File: src/rtl/ave_capture.sv
// ave_capture: rebuilds the frame strobe of the 8-sample moving averager from
// a phase counter, captures each frame-aligned average into a small FIFO and
// presents it on a valid/ready stream. Reports sticky overflow and fill level.
//
// Optional feature macro: AVE_CAPTURE_MINMAX_EN
//   Adds min8/max8 running statistics over successfully pushed samples,
//   cleared by clr_stats. Without the macro those ports and logic are absent.

module ave_capture #(
  parameter int WIDTH  = 8,
  parameter int PERIOD = 10,
  parameter int OFFSET = 10,
  parameter int DEPTH  = 4,
  parameter int AW     = 2
) (
  input  logic             clk,
  input  logic             rs,
  input  logic [WIDTH-1:0] ave8,
  input  logic             en,
  output logic [WIDTH-1:0] out_data,
  output logic             out_valid,
  input  logic             out_ready,
  output logic [AW:0]      count,
  output logic             overflow,
  input  logic             clr_ovf
`ifdef AVE_CAPTURE_MINMAX_EN
  ,
  output logic [WIDTH-1:0] min8,
  output logic [WIDTH-1:0] max8,
  input  logic             clr_stats
`endif
);

  localparam int MAXV = (PERIOD > OFFSET) ? PERIOD : OFFSET;
  localparam int CW   = (MAXV > 1) ? $clog2(MAXV) : 1;

  localparam logic [CW-1:0] OFFSET_LAST = CW'(OFFSET - 1);
  localparam logic [CW-1:0] PERIOD_LAST = CW'(PERIOD - 1);
  localparam logic [AW:0]   FULL_CNT    = (AW + 1)'(DEPTH);
  localparam logic [AW:0]   PTR_ONE     = (AW + 1)'(1);

  typedef enum logic {
    WARM_UP = 1'b0,
    RUN     = 1'b1
  } phase_t;

  phase_t          state;
  logic [CW-1:0]   cnt;
  logic            strobe;

  logic [AW:0]     wptr;
  logic [AW:0]     rptr;
  logic [WIDTH-1:0] mem [DEPTH];

  logic            push;
  logic            pop;
  logic            full;
  logic            wr_ok;
  logic            ovf_set;

  // Strobe marks the cycle in which the averager's output has just refreshed;
  // the first frame waits OFFSET edges, every later one PERIOD edges.
  assign strobe = (state == WARM_UP) ? (cnt == OFFSET_LAST) : (cnt == PERIOD_LAST);

  // Phase counter: warm-up until the first strobe, then free-running frames.
  // NOTE: sequential state uses non-blocking assignments so every register
  // samples the pre-edge values, independent of block ordering.
  always_ff @(posedge clk or negedge rs) begin
    if (!rs) begin
      state <= WARM_UP;
      cnt   <= '0;
    end else if (strobe) begin
      state <= RUN;
      cnt   <= '0;
    end else begin
      cnt   <= cnt + CW'(1);
    end
  end

  // FIFO status: extra pointer bit distinguishes full from empty.
  assign count     = wptr - rptr;
  assign out_valid = (count != '0);
  assign full      = (count == FULL_CNT);
  assign push      = strobe & en;
  assign pop       = out_valid & out_ready;
  assign wr_ok     = push & (~full | pop);
  assign ovf_set   = push & full & ~pop;
  assign out_data  = out_valid ? mem[rptr[AW-1:0]] : '0;

  // Read/write pointers advance on accepted pushes and pops.
  always_ff @(posedge clk or negedge rs) begin
    if (!rs) begin
      wptr <= '0;
      rptr <= '0;
    end else begin
      if (wr_ok) wptr <= wptr + PTR_ONE;
      if (pop)   rptr <= rptr + PTR_ONE;
    end
  end

  // Sample storage.
  // NOTE: the storage array has no reset; stale entries are never visible
  // because out_data is forced to zero whenever the FIFO is empty.
  always_ff @(posedge clk) begin
    if (wr_ok) mem[wptr[AW-1:0]] <= ave8;
  end

  // Sticky overflow; a drop in the same cycle as clr_ovf keeps it set.
  always_ff @(posedge clk or negedge rs) begin
    if (!rs)          overflow <= 1'b0;
    else if (ovf_set) overflow <= 1'b1;
    else if (clr_ovf) overflow <= 1'b0;
  end

`ifdef AVE_CAPTURE_MINMAX_EN
  // Running min/max over pushed samples; a clear coinciding with a push
  // restarts the statistics from that sample.
  always_ff @(posedge clk or negedge rs) begin
    if (!rs) begin
      min8 <= '1;
      max8 <= '0;
    end else if (clr_stats) begin
      min8 <= wr_ok ? ave8 : '1;
      max8 <= wr_ok ? ave8 : '0;
    end else if (wr_ok) begin
      if (ave8 < min8) min8 <= ave8;
      if (ave8 > max8) max8 <= ave8;
    end
  end
`endif

endmodule

File: config.mk
export PLATFORM = sky130hd
export DESIGN_NAME = ave_capture
export DESIGN_NICKNAME = d
export VERILOG_FILES = /design/src/rtl/ave_capture.sv
export SDC_FILE = /design/constraint.sdc
export NUM_CORES = 1
export LEC_CHECK = 0
export CORE_UTILIZATION = 37
export DETAILED_ROUTE_END_ITERATION = 10
export PLACE_DENSITY_LB_ADDON = 0.25
export SYNTH_ARGS = -nofsm -noshare
export SYNTH_HDL_FRONTEND = slang
export SYNTH_SLANG_ARGS = --single-unit
File: constraint.sdc
create_clock -name clk -period 2.6 [get_ports clk]
set_clock_uncertainty 0.1 [all_clocks]
set_input_delay 0.26 -clock clk [delete_from_list [all_inputs] [get_ports clk]]
set_output_delay 0.26 -clock clk [all_outputs]
set_load 0.03 [all_outputs]
-- Word-level counts from Yosys, hierarchy flattened
Memories as Yosys holds them, arrays and structs flattened.
Index checks and enable logic that the tools add are counted.
- input port bits: 13
- output and inout port bits: 13
- logic and storage cells: 27
- register bits: 11
- memories kept: 1
- RAM bits: 32
- mux-type cells: 6
- bitwise gates (word level): 8
- add/sub/neg operators: 4
- reductions and logical operators: 2
- eq/ne operators: 2
- memory list (name ; depth ; bits a word ; rd ports ; clocked after memory_dff ; wr ports ; line ; RTL):
    mem ; 4 ; 8 ; 1 ; 0 ; 1 ; 53 ; logic [WIDTH-1:0] mem [DEPTH];
- operator list (kind ; count):
    $mux 8 ; 1
    $add 3x1->3 const B ; 2
    $and 1x1->1 ; 5
    $add 4x1->4 const B ; 1
    $eq 4x4->1 const B ; 1
    $mux 1 ; 4
    $mux 4 ; 1
    $eq 3x3->1 const B ; 1
    $reduce_bool 3->1 ; 1
    $sub 3x3->3 ; 1
    $not 1->1 ; 2
    $reduce_bool 2->1 ; 1
    $or 1x1->1 ; 1

-- Depth between registers and ports, before layout
Gate-level depths: netlist of the first run.
- word-level depth: 7
- depth in mapped cells: 7
- gate-level depth less buffers: 7

-- Worst setup path before layout of the first run
No wires, ideal clock.
- kind: register to output
- start point: register wptr[0]
- end point: output port out_data[0]
- stages on the path, launching flop included: 8
- data arrival time: 2072 ps
- path slack: 168 ps
- data required time: 2240 ps
- path buffers: 0
- cells stage by stage: dfrtp_1 inv_1 ha_1 fa_1 xnor3_2 inv_2 nor2_2 nor2b_1
- longest elaborated chain between the ends: 3
- ends and longest elaborated chain (element ; line ; RTL):
    from (decl) ; 51 ; logic [AW:0] wptr;
    from (signal assigned) ; 96 ; if (wr_ok) wptr <= wptr + PTR_ONE;
    $sub 3x3->3 ; 81 ; assign count = wptr - rptr;
    via count[2] ; 23 ; output logic [AW:0] count,
    $reduce_bool 3->1 ; 82 ; assign out_valid = (count != '0);
    $mux 8 ; 88 ; assign out_data = out_valid ? mem[rptr[AW-1:0]] : '0;
    to (decl) ; 20 ; output logic [WIDTH-1:0] out_data,
The timed path passes the listed nets, and every way through them passes these cells.

-- Worst setup path after layout of the first run
- start point: register wptr[0]
- end point: output port count[1]
- longest elaborated chain between the ends: 1
- ends and longest elaborated chain (element ; line):
    $sub 3x3->3 ; 81
    to (decl) ; 23
Every way passes these cells.

==> metrics.txt, run 1 <==
# TYPE chip_impl_metric gauge
chip_impl_info{name="outcome",value="completed"} 1
chip_impl_metric{name="floorplan.initialDensity",unit="%"} 38.9
chip_impl_metric{name="first_iter_violations",unit=""} 50
chip_impl_metric{name="proportion_of_layout_cells_with_a_drive_suffix_above_1",unit="%"} 32.9
chip_impl_metric{name="route.antenna.remaining_nets",unit=""} 0
chip_impl_metric{name="place_congestion",unit=""} 0.741
chip_impl_metric{name="initial_antenna_violation_count",unit=""} 0
chip_impl_metric{name="cts_max_level",unit=""} 2
chip_impl_metric{name="post-dp-hpwl",unit="mm"} 2.28
chip_impl_metric{name="design.portCount",unit=""} 26
chip_impl_metric{name="vias_in_the_first_global_route",unit=""} 1094
chip_impl_metric{name="dieWidth",unit="um"} 72.9
chip_impl_info{name="start_kind",value="register"} 1
chip_impl_metric{name="congestion_overflow_gr",unit=""} 0
chip_impl_metric{name="count_of_tritonroute_iterations_in_the_first_routing_pass",unit=""} 6
chip_impl_info{name="synth.top_cells.by_area",value="edfxtp_1 52%, dfrtp_1 15%, mux4_2 9.7%, ha_1 4.0%, nor2b_1 2.7%"} 1
chip_impl_metric{name="final_min_period_over_clock_period",unit="%"} 95.5
chip_impl_metric{name="max_slew.worst_pin.slew",unit="ps"} 517
chip_impl_metric{name="route.final.wire_length",unit="mm"} 3.32
chip_impl_metric{name="fin_nets",unit=""} 168
chip_impl_metric{name="reg2reg_depth",unit=""} 7
chip_impl_info{name="root_buffer",value="clkbuf_8"} 1
chip_impl_metric{name="seq_area_frac_synth",unit="%"} 66.4
chip_impl_metric{name="syn_area",unit="um^2"} 1860
chip_impl_metric{name="setup_ws_final",unit="ps"} 116
chip_impl_metric{name="fill_cell_instance_count_of_the_final_layout",unit=""} 424
chip_impl_metric{name="grt_start_max_net_pins",unit=""} 15
chip_impl_metric{name="max_freq",unit="MHz"} 403
chip_impl_info{name="regToRegStartpoint",value="wptr[0]"} 1
chip_impl_info{name="final_common_cell",value="edfxtp_1"} 1
chip_impl_metric{name="synth_top_area_share",unit="%"} 51.6
chip_impl_metric{name="fp-row-count",unit=""} 25
chip_impl_metric{name="core_area",unit="um^2"} 4790
chip_impl_metric{name="vias",unit=""} 974
chip_impl_metric{name="timing.final.crit_period",unit="ps"} 2480
chip_impl_metric{name="cts_sink_count",unit=""} 43
chip_impl_metric{name="grt_usage",unit="%"} 14.7
chip_impl_info{name="most-common-layout-cells",value="32 x edfxtp_1, 17 x buf_4, 15 x clkdlybuf4s50_1"} 1
chip_impl_metric{name="wl_per_cell",unit="um"} 15.4
chip_impl_metric{name="yosys_register_bits",unit=""} 43
chip_impl_metric{name="synth.net_count",unit=""} 129
chip_impl_info{name="cp-endpoint",value="count[1]"} 1
chip_impl_metric{name="drc",unit=""} 0
chip_impl_metric{name="timing_max_transition_violations_final",unit=""} 0
chip_impl_metric{name="syn-mean-instance-area",unit="um^2"} 17.1
chip_impl_metric{name="syn_inst",unit=""} 109
chip_impl_metric{name="setup_viol_count_final",unit=""} 0
chip_impl_metric{name="place_ws",unit="ps"} 9.60
chip_impl_metric{name="cts-hold-fix-buffers",unit=""} 0
chip_impl_metric{name="ys.warnings.count",unit=""} 0
chip_impl_metric{name="worstSkewPairLatency",unit="ps"} 290
chip_impl_metric{name="register_area",unit="um^2"} 1240
chip_impl_metric{name="global_route_wire_length_before_repair",unit="mm"} 5.53
chip_impl_metric{name="netlist-cell-type-count",unit=""} 28
chip_impl_metric{name="cts-buffers-inserted",unit=""} 5
chip_impl_info{name="timing.setup.critical_path_class",value="register to output pin"} 1
chip_impl_metric{name="maxSlewHeadroom",unit="%"} 65.4
chip_impl_metric{name="worst_path_required",unit="ps"} 2240
chip_impl_metric{name="rrSetupSlack",unit="ps"} 210
chip_impl_metric{name="die_area",unit="um^2"} 5320
chip_impl_metric{name="avgViaCountPerCell",unit=""} 4.51
chip_impl_metric{name="num_antenna_cells",unit=""} 0
chip_impl_metric{name="clock_path_buffers",unit=""} 2
chip_impl_info{name="crit_path_end_kind",value="output pin"} 1
chip_impl_metric{name="die-height",unit="um"} 72.9
chip_impl_info{name="reg_to_reg_end",value="mem[3][7]"} 1
chip_impl_info{name="source_of_the_critical_timing_path",value="wptr[0]"} 1
chip_impl_metric{name="cap_violations",unit=""} 0
chip_impl_metric{name="io_buffers",unit=""} 25
chip_impl_info{name="timing.hold.worst.class",value="input pin to asynchronous set/reset pin"} 1
chip_impl_metric{name="worst-path-max-fanout",unit=""} 3
chip_impl_info{name="setup_repair_after_global_routing_missed_its_margin",value="false"} 1
chip_impl_metric{name="area_of_the_multi_input_gates",unit="um^2"} 587
chip_impl_metric{name="layout-area-overhead-vs-synth",unit="%"} 27.1
chip_impl_info{name="tritoncts_clock_tree",value="built"} 1
chip_impl_metric{name="hold_violations",unit=""} 0
chip_impl_info{name="netlist.top_cell.by_area",value="edfxtp_1"} 1
chip_impl_metric{name="cp.arrival",unit="ps"} 2120
chip_impl_metric{name="clk_pin_slew_worst_paths",unit="ps"} 80
[state kept, by name, summed over array words and instances (netlist names)]
signal,flops
wptr,3
overflow,1
rptr,3
cnt,4
mem,32
[per-stage QoR]
stage / util (%) / instance area (um^2) / TNS [ps] / std cells / hold slack, ps
4_1_cts: 48.7 / 2330 / -139 / 214 / 224
3_3_place_gp: 46.3 / 2220 / 0 / 206 / 375
3_5_place_dp: 46.3 / 2220 / 0 / 206 / 367
2_1_floorplan: - / 1860 / 0 / 109 / -136
5_1_grt: 49.4 / 2360 / 0 / 216 / 233
6_report: 49.4 / 2360 / 0 / 216 / 206
[cell families after synthesis]
logic type                 Yosys count  synth area share [%]
DFF                                 43                  66.4
and+or+nand+nor                     19                  5.92
buffers and inverters               15                  3.09
muxes                               11                  11.8
AOI/OAI and AO/OA                    8                  3.97
adders and majority gates            7                  5.11
xor gates and xnor gates             6                  3.63
[critical path, cell delays in order, from the launching register on]
cell and delay, ps:
dfrtp_1 380, inv_1 90, ha_2 170, fa_1 460, inv_1 80, clkdlybuf4s50_1 660
[cell usage after synthesis, drive strengths merged]
cell / instances
nand3b: 1
o32ai: 1
xnor3: 1
o21ai: 3
nand2: 3
mux4: 8
nand2b: 1
nor2: 4
nand3: 1
buf: 1
edfxtp: 32
and4bb: 1
fa: 1
o211ai: 2
mux2i: 1
dfrtp: 11
o2111ai: 1
inv: 13
xnor2: 5
a22o: 1
clkbuf: 1
ha: 6
mux2: 2
nor2b: 8
[timing repair]
action                     CTS  global route
setup endpoints to repair   17            27
setup buffers                0             2
resized for setup            3             9
hold endpoints to repair     0             0
pin swaps                    0             1
[layer usage]
layer	routed length (um)	part of all wire, %	vias up	GRT usage (%)
met5	0	0	-	0
met4	26	0.78	0	7.19
met3	123	3.7	2	3.87
met2	1640	49	21	25.0
met1	1540	46	475	17.4
li1	-	-	476	-
[how the worst min path moves through the flow]
stage / cells past startpoint / slack (ps) / startpoint / endpoint
after floorplan: 0 / -140 / rs / cnt[0]
after global placement: 1 / 380 / wptr[2] / wptr[2]
after detailed placement: 1 / 370 / wptr[2] / wptr[2]
after CTS: 1 / 220 / rs / cnt[3]
after global routing: 1 / 230 / rs / rptr[2]
final: 1 / 210 / rs / rptr[2]
[area by class of cell]
type / instances / share of cell area [%]
repair buffers: 34 / 12.4
flip-flops and latches: 43 / 52.3
well taps: 67 / 3.54
clock buffers: 5 / 2.91
inverters: 13 / 2.17
multi-input cells: 51 / 24.8
clock inverters: 3 / 1.85
Power of run 1 is left out: the tool's default activity adds up to more than one toggle a clock period on the data nets, which glitch-free logic cannot reach.
==> inputs of run 2 (changes only) <==
--- a/config.mk
+++ b/config.mk
@@ -5,7 +5,9 @@
 export SDC_FILE = /design/constraint.sdc
 export NUM_CORES = 1
 export LEC_CHECK = 0
+export CORE_MARGIN = 2
 export CORE_UTILIZATION = 37
+export CTS_CLUSTER_SIZE = 12
 export DETAILED_ROUTE_END_ITERATION = 10
 export PLACE_DENSITY_LB_ADDON = 0.25
 export SYNTH_ARGS = -nofsm -noshare
==> metrics.txt, run 2 (same netlist as run 1, synthesis figures left out) <==
# TYPE chip_impl_metric gauge
chip_impl_info{name="outcome",value="completed"} 1
chip_impl_metric{name="max_slew.worst_pin.slew",unit="ps"} 530
chip_impl_info{name="worst_path_max_delay_cell",value="dfrtp_1"} 1
chip_impl_metric{name="core_area",unit="um^2"} 4790
chip_impl_metric{name="cts-hold-fix-buffers",unit=""} 0
chip_impl_metric{name="clk_pin_slew_worst_paths",unit="ps"} 80
chip_impl_metric{name="hold_violations",unit=""} 0
chip_impl_metric{name="global_route_wire_length_before_repair",unit="mm"} 5.32
chip_impl_metric{name="worst_path_required",unit="ps"} 2240
chip_impl_metric{name="crit_path_max_incr_delay",unit="ps"} 360
chip_impl_metric{name="hold_ws",unit="ps"} 203
chip_impl_metric{name="count_of_tritonroute_iterations_in_the_first_routing_pass",unit=""} 4
chip_impl_metric{name="register_area",unit="um^2"} 1240
chip_impl_metric{name="final-instance-count-excl-fill",unit=""} 216
chip_impl_metric{name="place_ws",unit="ps"} -1.13
chip_impl_metric{name="maxSlewHeadroom",unit="%"} 64.6
chip_impl_metric{name="largest_register_ff_count",unit=""} 32
chip_impl_metric{name="setup_ws_final",unit="ps"} 88.8
chip_impl_metric{name="avgViaCountPerCell",unit=""} 4.68
chip_impl_metric{name="place_congestion",unit=""} 0.770
chip_impl_info{name="crit_path_end_kind",value="output pin"} 1
chip_impl_metric{name="route.final.wire_length",unit="mm"} 3.42
chip_impl_metric{name="layout-area-overhead-vs-synth",unit="%"} 26.6
chip_impl_metric{name="vias_in_the_first_global_route",unit=""} 1062
chip_impl_info{name="final_common_cell",value="edfxtp_1"} 1
chip_impl_metric{name="cts-buffers-inserted",unit=""} 5
chip_impl_info{name="most-common-layout-cells",value="32 x edfxtp_1, 17 x buf_4, 14 x clkdlybuf4s50_1"} 1
chip_impl_metric{name="number_of_instances_in_the_placed_design",unit=""} 205
chip_impl_metric{name="grt_usage",unit="%"} 13.7
chip_impl_metric{name="fin_nets",unit=""} 168
chip_impl_metric{name="congestion_overflow_gr",unit=""} 0
chip_impl_metric{name="design.portCount",unit=""} 26
chip_impl_metric{name="worstSkewPairLatency",unit="ps"} 300
chip_impl_metric{name="setup_viol_count_final",unit=""} 0
chip_impl_metric{name="max_freq",unit="MHz"} 398
chip_impl_metric{name="first_iter_violations",unit=""} 36
chip_impl_metric{name="fp-row-count",unit=""} 25
chip_impl_metric{name="num_antenna_cells",unit=""} 0
chip_impl_metric{name="dieWidth",unit="um"} 74.9
chip_impl_metric{name="wl_per_cell",unit="um"} 15.8
chip_impl_metric{name="io_buffers",unit=""} 25
chip_impl_metric{name="cap_violations",unit=""} 0
chip_impl_info{name="timing.setup.critical_path_class",value="register to output pin"} 1
chip_impl_metric{name="timing_max_transition_violations_final",unit=""} 0
chip_impl_metric{name="initial_antenna_violation_count",unit=""} 0
chip_impl_info{name="worstPathCellList",value="inv_1 > ha_2 > fa_2 > xnor3_2 > inv_4 > nor2_4 > buf_6 > nor2b_1 > buf_4"} 1
chip_impl_info{name="start_kind",value="register"} 1
chip_impl_metric{name="die_area",unit="um^2"} 5610
chip_impl_metric{name="cts_sink_count",unit=""} 43
chip_impl_info{name="timing.hold.worst.class",value="input pin to asynchronous set/reset pin"} 1
chip_impl_metric{name="worst-path-max-fanout",unit=""} 8
chip_impl_metric{name="drc",unit=""} 0
chip_impl_metric{name="timing.final.crit_period",unit="ps"} 2510
chip_impl_metric{name="route.antenna.remaining_nets",unit=""} 0
chip_impl_metric{name="clock_path_buffers",unit=""} 2
chip_impl_info{name="tritoncts_clock_tree",value="built"} 1
chip_impl_metric{name="vias",unit=""} 1010
chip_impl_metric{name="die-height",unit="um"} 74.9
chip_impl_metric{name="final_min_period_over_clock_period",unit="%"} 96.6
chip_impl_info{name="root_buffer",value="clkbuf_8"} 1
chip_impl_metric{name="fill_cell_instance_count_of_the_final_layout",unit=""} 418
chip_impl_metric{name="area_of_the_multi_input_gates",unit="um^2"} 587
chip_impl_metric{name="grt_start_max_net_pins",unit=""} 16
chip_impl_metric{name="floorplan.initialDensity",unit="%"} 38.9
chip_impl_metric{name="post-dp-hpwl",unit="mm"} 2.33
chip_impl_metric{name="proportion_of_layout_cells_with_a_drive_suffix_above_1",unit="%"} 32.9
chip_impl_metric{name="cp.arrival",unit="ps"} 2150
chip_impl_metric{name="cts_max_level",unit=""} 2
run 2: final cells by class:
type / count / share of cell area [%]
Timing Repair Buffer: 34 / 12.9
Sequential cell: 43 / 52.5
Inverter: 13 / 2.18
Clock buffer: 5 / 2.92
Clock inverter: 3 / 1.06
Tap cell: 67 / 3.56
Multi-Input combinational cell: 51 / 24.9
run 2: worst paths after layout:
| check | start | endpoint | slack, ps | cells past startpoint |
|---|---|---|---|---|
| max | wptr[0] | out_data[5] | 90 | 9 |
| min | rs | cnt[3] | 200 | 1 |
| max reg2reg | wptr[0] | mem[3][0] | 120 | 8 |
| min reg2reg | wptr[2] | wptr[2] | 390 | 1 |
| max in group asynchronous | rs | rptr[2] | 1840 | 1 |
| min in group clk | wptr[2] | wptr[2] | 390 | 1 |
run 2: layer usage:
metal  GRT usage [%]  vias to the layer above  routed length (um)
li1                -                      477                   -
met1            16.6                      503                1420
met2            22.6                       28                1830
met3            4.82                        2                 146
met4            5.36                        0                  22
met5               0                        -                   0
run 2: metrics by stage:
step | setup TNS, ps | instance area (um^2) | util, %
floorplan | 0 | 1860 | -
global placement | 0 | 2210 | 46.1
detailed placement | -7.21 | 2210 | 46.1
CTS | 0 | 2320 | 48.5
global route | -102 | 2350 | 49.2
finish | 0 | 2350 | 49.2
run 2: what timing repair did:
item                                    4_1_cts  5_1_grt
gates cloned                                  0        0
buffers inserted                              1        2
resized for setup                             6        7
endpoints found under the setup margin       17       26
run 2: critical path: cells and delay by family, from the launching register on:
kind	cells	cell delay, ps
xor gates and xnor gates	1	300
and+or+nand+nor	2	170
buffers and inverters	4	500
DFF	1	360
adders and majority gates	2	520
Power of run 2 is left out for the same reason.
==> inputs of run 3 (changes only) <==
--- a/config.mk
+++ b/config.mk
@@ -10,6 +10,7 @@
 export CTS_CLUSTER_SIZE = 12
 export DETAILED_ROUTE_END_ITERATION = 10
 export PLACE_DENSITY_LB_ADDON = 0.25
+export REMOVE_ABC_BUFFERS = 1
 export SYNTH_ARGS = -nofsm -noshare
 export SYNTH_HDL_FRONTEND = slang
 export SYNTH_SLANG_ARGS = --single-unit
==> metrics.txt, run 3 (same netlist as run 1, synthesis figures left out) <==
# TYPE chip_impl_metric gauge
chip_impl_metric{name="final-instance-count-excl-fill",unit=""} 219
chip_impl_metric{name="fp-row-count",unit=""} 25
chip_impl_info{name="final_common_cell",value="edfxtp_1"} 1
chip_impl_metric{name="fill_cell_instance_count_of_the_final_layout",unit=""} 419
chip_impl_metric{name="cap_violations",unit=""} 0
chip_impl_metric{name="timing_max_transition_violations_final",unit=""} 0
chip_impl_metric{name="num_antenna_cells",unit=""} 0
chip_impl_info{name="timing.hold.worst.class",value="input pin to asynchronous set/reset pin"} 1
chip_impl_metric{name="wl_per_cell",unit="um"} 15.2
chip_impl_metric{name="io_buffers",unit=""} 25
chip_impl_metric{name="maxSlewHeadroom",unit="%"} 65.7
chip_impl_info{name="regToRegStartpoint",value="wptr[0]"} 1
chip_impl_metric{name="timing.final.crit_period",unit="ps"} 2480
chip_impl_metric{name="post-dp-hpwl",unit="mm"} 2.33
chip_impl_metric{name="max_slew.worst_pin.slew",unit="ps"} 513
chip_impl_metric{name="largest_register_ff_count",unit=""} 32
chip_impl_metric{name="cp.arrival",unit="ps"} 2120
chip_impl_metric{name="clock_path_buffers",unit=""} 2
chip_impl_metric{name="number_of_instances_in_the_placed_design",unit=""} 209
chip_impl_metric{name="place_congestion",unit=""} 0.731
chip_impl_info{name="timing.setup.critical_path_class",value="register to output pin"} 1
chip_impl_metric{name="count_of_tritonroute_iterations_in_the_first_routing_pass",unit=""} 3
chip_impl_info{name="outcome",value="completed"} 1
chip_impl_metric{name="hold_violations",unit=""} 0
chip_impl_metric{name="global_route_wire_length_before_repair",unit="mm"} 5.38
chip_impl_metric{name="worst-path-max-fanout",unit=""} 4
chip_impl_metric{name="dieWidth",unit="um"} 74.9
chip_impl_metric{name="final_min_period_over_clock_period",unit="%"} 95.4
chip_impl_metric{name="clk_pin_slew_worst_paths",unit="ps"} 80
chip_impl_metric{name="worstSkewPairLatency",unit="ps"} 300
chip_impl_info{name="start_kind",value="register"} 1
chip_impl_metric{name="die_area",unit="um^2"} 5610
chip_impl_info{name="tritoncts_clock_tree",value="built"} 1
chip_impl_metric{name="avgViaCountPerCell",unit=""} 4.58
chip_impl_metric{name="cts_sink_count",unit=""} 43
chip_impl_metric{name="grt_usage",unit="%"} 14.0
chip_impl_metric{name="cts_max_level",unit=""} 2
chip_impl_metric{name="setup_viol_count_final",unit=""} 0
chip_impl_metric{name="worst_path_required",unit="ps"} 2240
chip_impl_metric{name="route.final.wire_length",unit="mm"} 3.33
chip_impl_metric{name="core_area",unit="um^2"} 4790
chip_impl_metric{name="floorplan.initialDensity",unit="%"} 38.9
chip_impl_info{name="most-common-layout-cells",value="32 x edfxtp_1, 21 x buf_4, 14 x clkdlybuf4s50_1"} 1
chip_impl_metric{name="vias_in_the_first_global_route",unit=""} 1097
chip_impl_metric{name="max_freq",unit="MHz"} 403
chip_impl_metric{name="vias",unit=""} 1002
chip_impl_info{name="crit_path_end_kind",value="output pin"} 1
chip_impl_metric{name="die-height",unit="um"} 74.9
chip_impl_metric{name="hold_ws",unit="ps"} 193
chip_impl_info{name="setup_repair_after_global_routing_missed_its_margin",value="false"} 1
chip_impl_metric{name="layout-area-overhead-vs-synth",unit="%"} 28.8
chip_impl_metric{name="fin_nets",unit=""} 171
chip_impl_metric{name="first_iter_violations",unit=""} 55
chip_impl_metric{name="cts-buffers-inserted",unit=""} 5
chip_impl_metric{name="drc",unit=""} 0
chip_impl_metric{name="route.antenna.remaining_nets",unit=""} 0
chip_impl_metric{name="design.portCount",unit=""} 26
chip_impl_metric{name="congestion_overflow_gr",unit=""} 0
chip_impl_metric{name="grt_start_max_net_pins",unit=""} 14
chip_impl_info{name="source_of_the_critical_timing_path",value="wptr[0]"} 1
chip_impl_metric{name="initial_antenna_violation_count",unit=""} 0
chip_impl_metric{name="proportion_of_layout_cells_with_a_drive_suffix_above_1",unit="%"} 31.6
chip_impl_info{name="root_buffer",value="clkbuf_8"} 1
-- run 3: cell types whose count changed in the layout (fill, tap and decap cells not counted), sizes merged --
cell | previous run | this run
clkinv | 2 | 0
clkdlybuf4s15 | 1 | 0
bufinv | 0 | 2
clkinvlp | 1 | 0
clkbuf | 5 | 7
buf | 18 | 21
-- run 3: critical path, cell delays in order, from the launching register on --
cell and delay (ps):
dfrtp_1 360, inv_1 60, ha_1 200, fa_1 370, xnor3_2 240, inv_2 90, nor2_4 50, buf_4 150
nor2b_1 120, buf_4 170
-- run 3: worst paths after layout --
check | endpoint | slack (ps) | depth (start not counted)
worst max-delay path | out_data[5] | 120 | 9
worst min-delay path | wptr[2] | 190 | 1
worst max register to register | mem[3][1] | 190 | 7
worst min register to register | wptr[2] | 400 | 1
max in group asynchronous | cnt[2] | 1860 | 1
min in group clk | wptr[2] | 400 | 1
-- run 3: area by class of cell --
cell class	instances	area [um^2]	area share [%]
Sequential cell	43	1240	51.6
Multi-Input combinational cell	51	579	24.2
Timing Repair Buffer	37	315	13.2
Tap cell	67	83.8	3.50
Clock buffer	6	72.6	3.03
Clock inverter	2	60.1	2.51
Inverter	13	48.8	2.04
-- run 3: through the flow --
| stage | instance area, um^2 | utilization (%) | TNS (ps) | setup slack (ps) |
|---|---|---|---|---|
| after floorplan | 1850 | - | 0 | 19.0 |
| after global placement | 2240 | 46.8 | -2.07 | -2.07 |
| after detailed placement | 2240 | 46.8 | -83.3 | -83.3 |
| after CTS | 2400 | 50.1 | 0 | 67.9 |
| after global routing | 2400 | 50.1 | 0 | 12.2 |
| final | 2400 | 50.1 | 0 | 119 |
-- run 3: timing repair --
item | in CTS | in global routing
hold buffers | 0 | 0
endpoints found under the hold margin | 0 | 0
endpoints found under the setup margin | 25 | 2
pin swaps | 1 | 0
buffers inserted | 2 | 0
resized for setup | 5 | 3
-- run 3: routing by layer --
metal | up-vias | share of wire, % | global-route usage, %
li1 | 480 | - | -
met1 | 500 | 39 | 14.7
met2 | 16 | 55 | 25.0
met3 | 6 | 3.8 | 4.95
met4 | 0 | 2.2 | 6.55
met5 | - | 0 | 0
Power of run 3 is left out for the same reason.
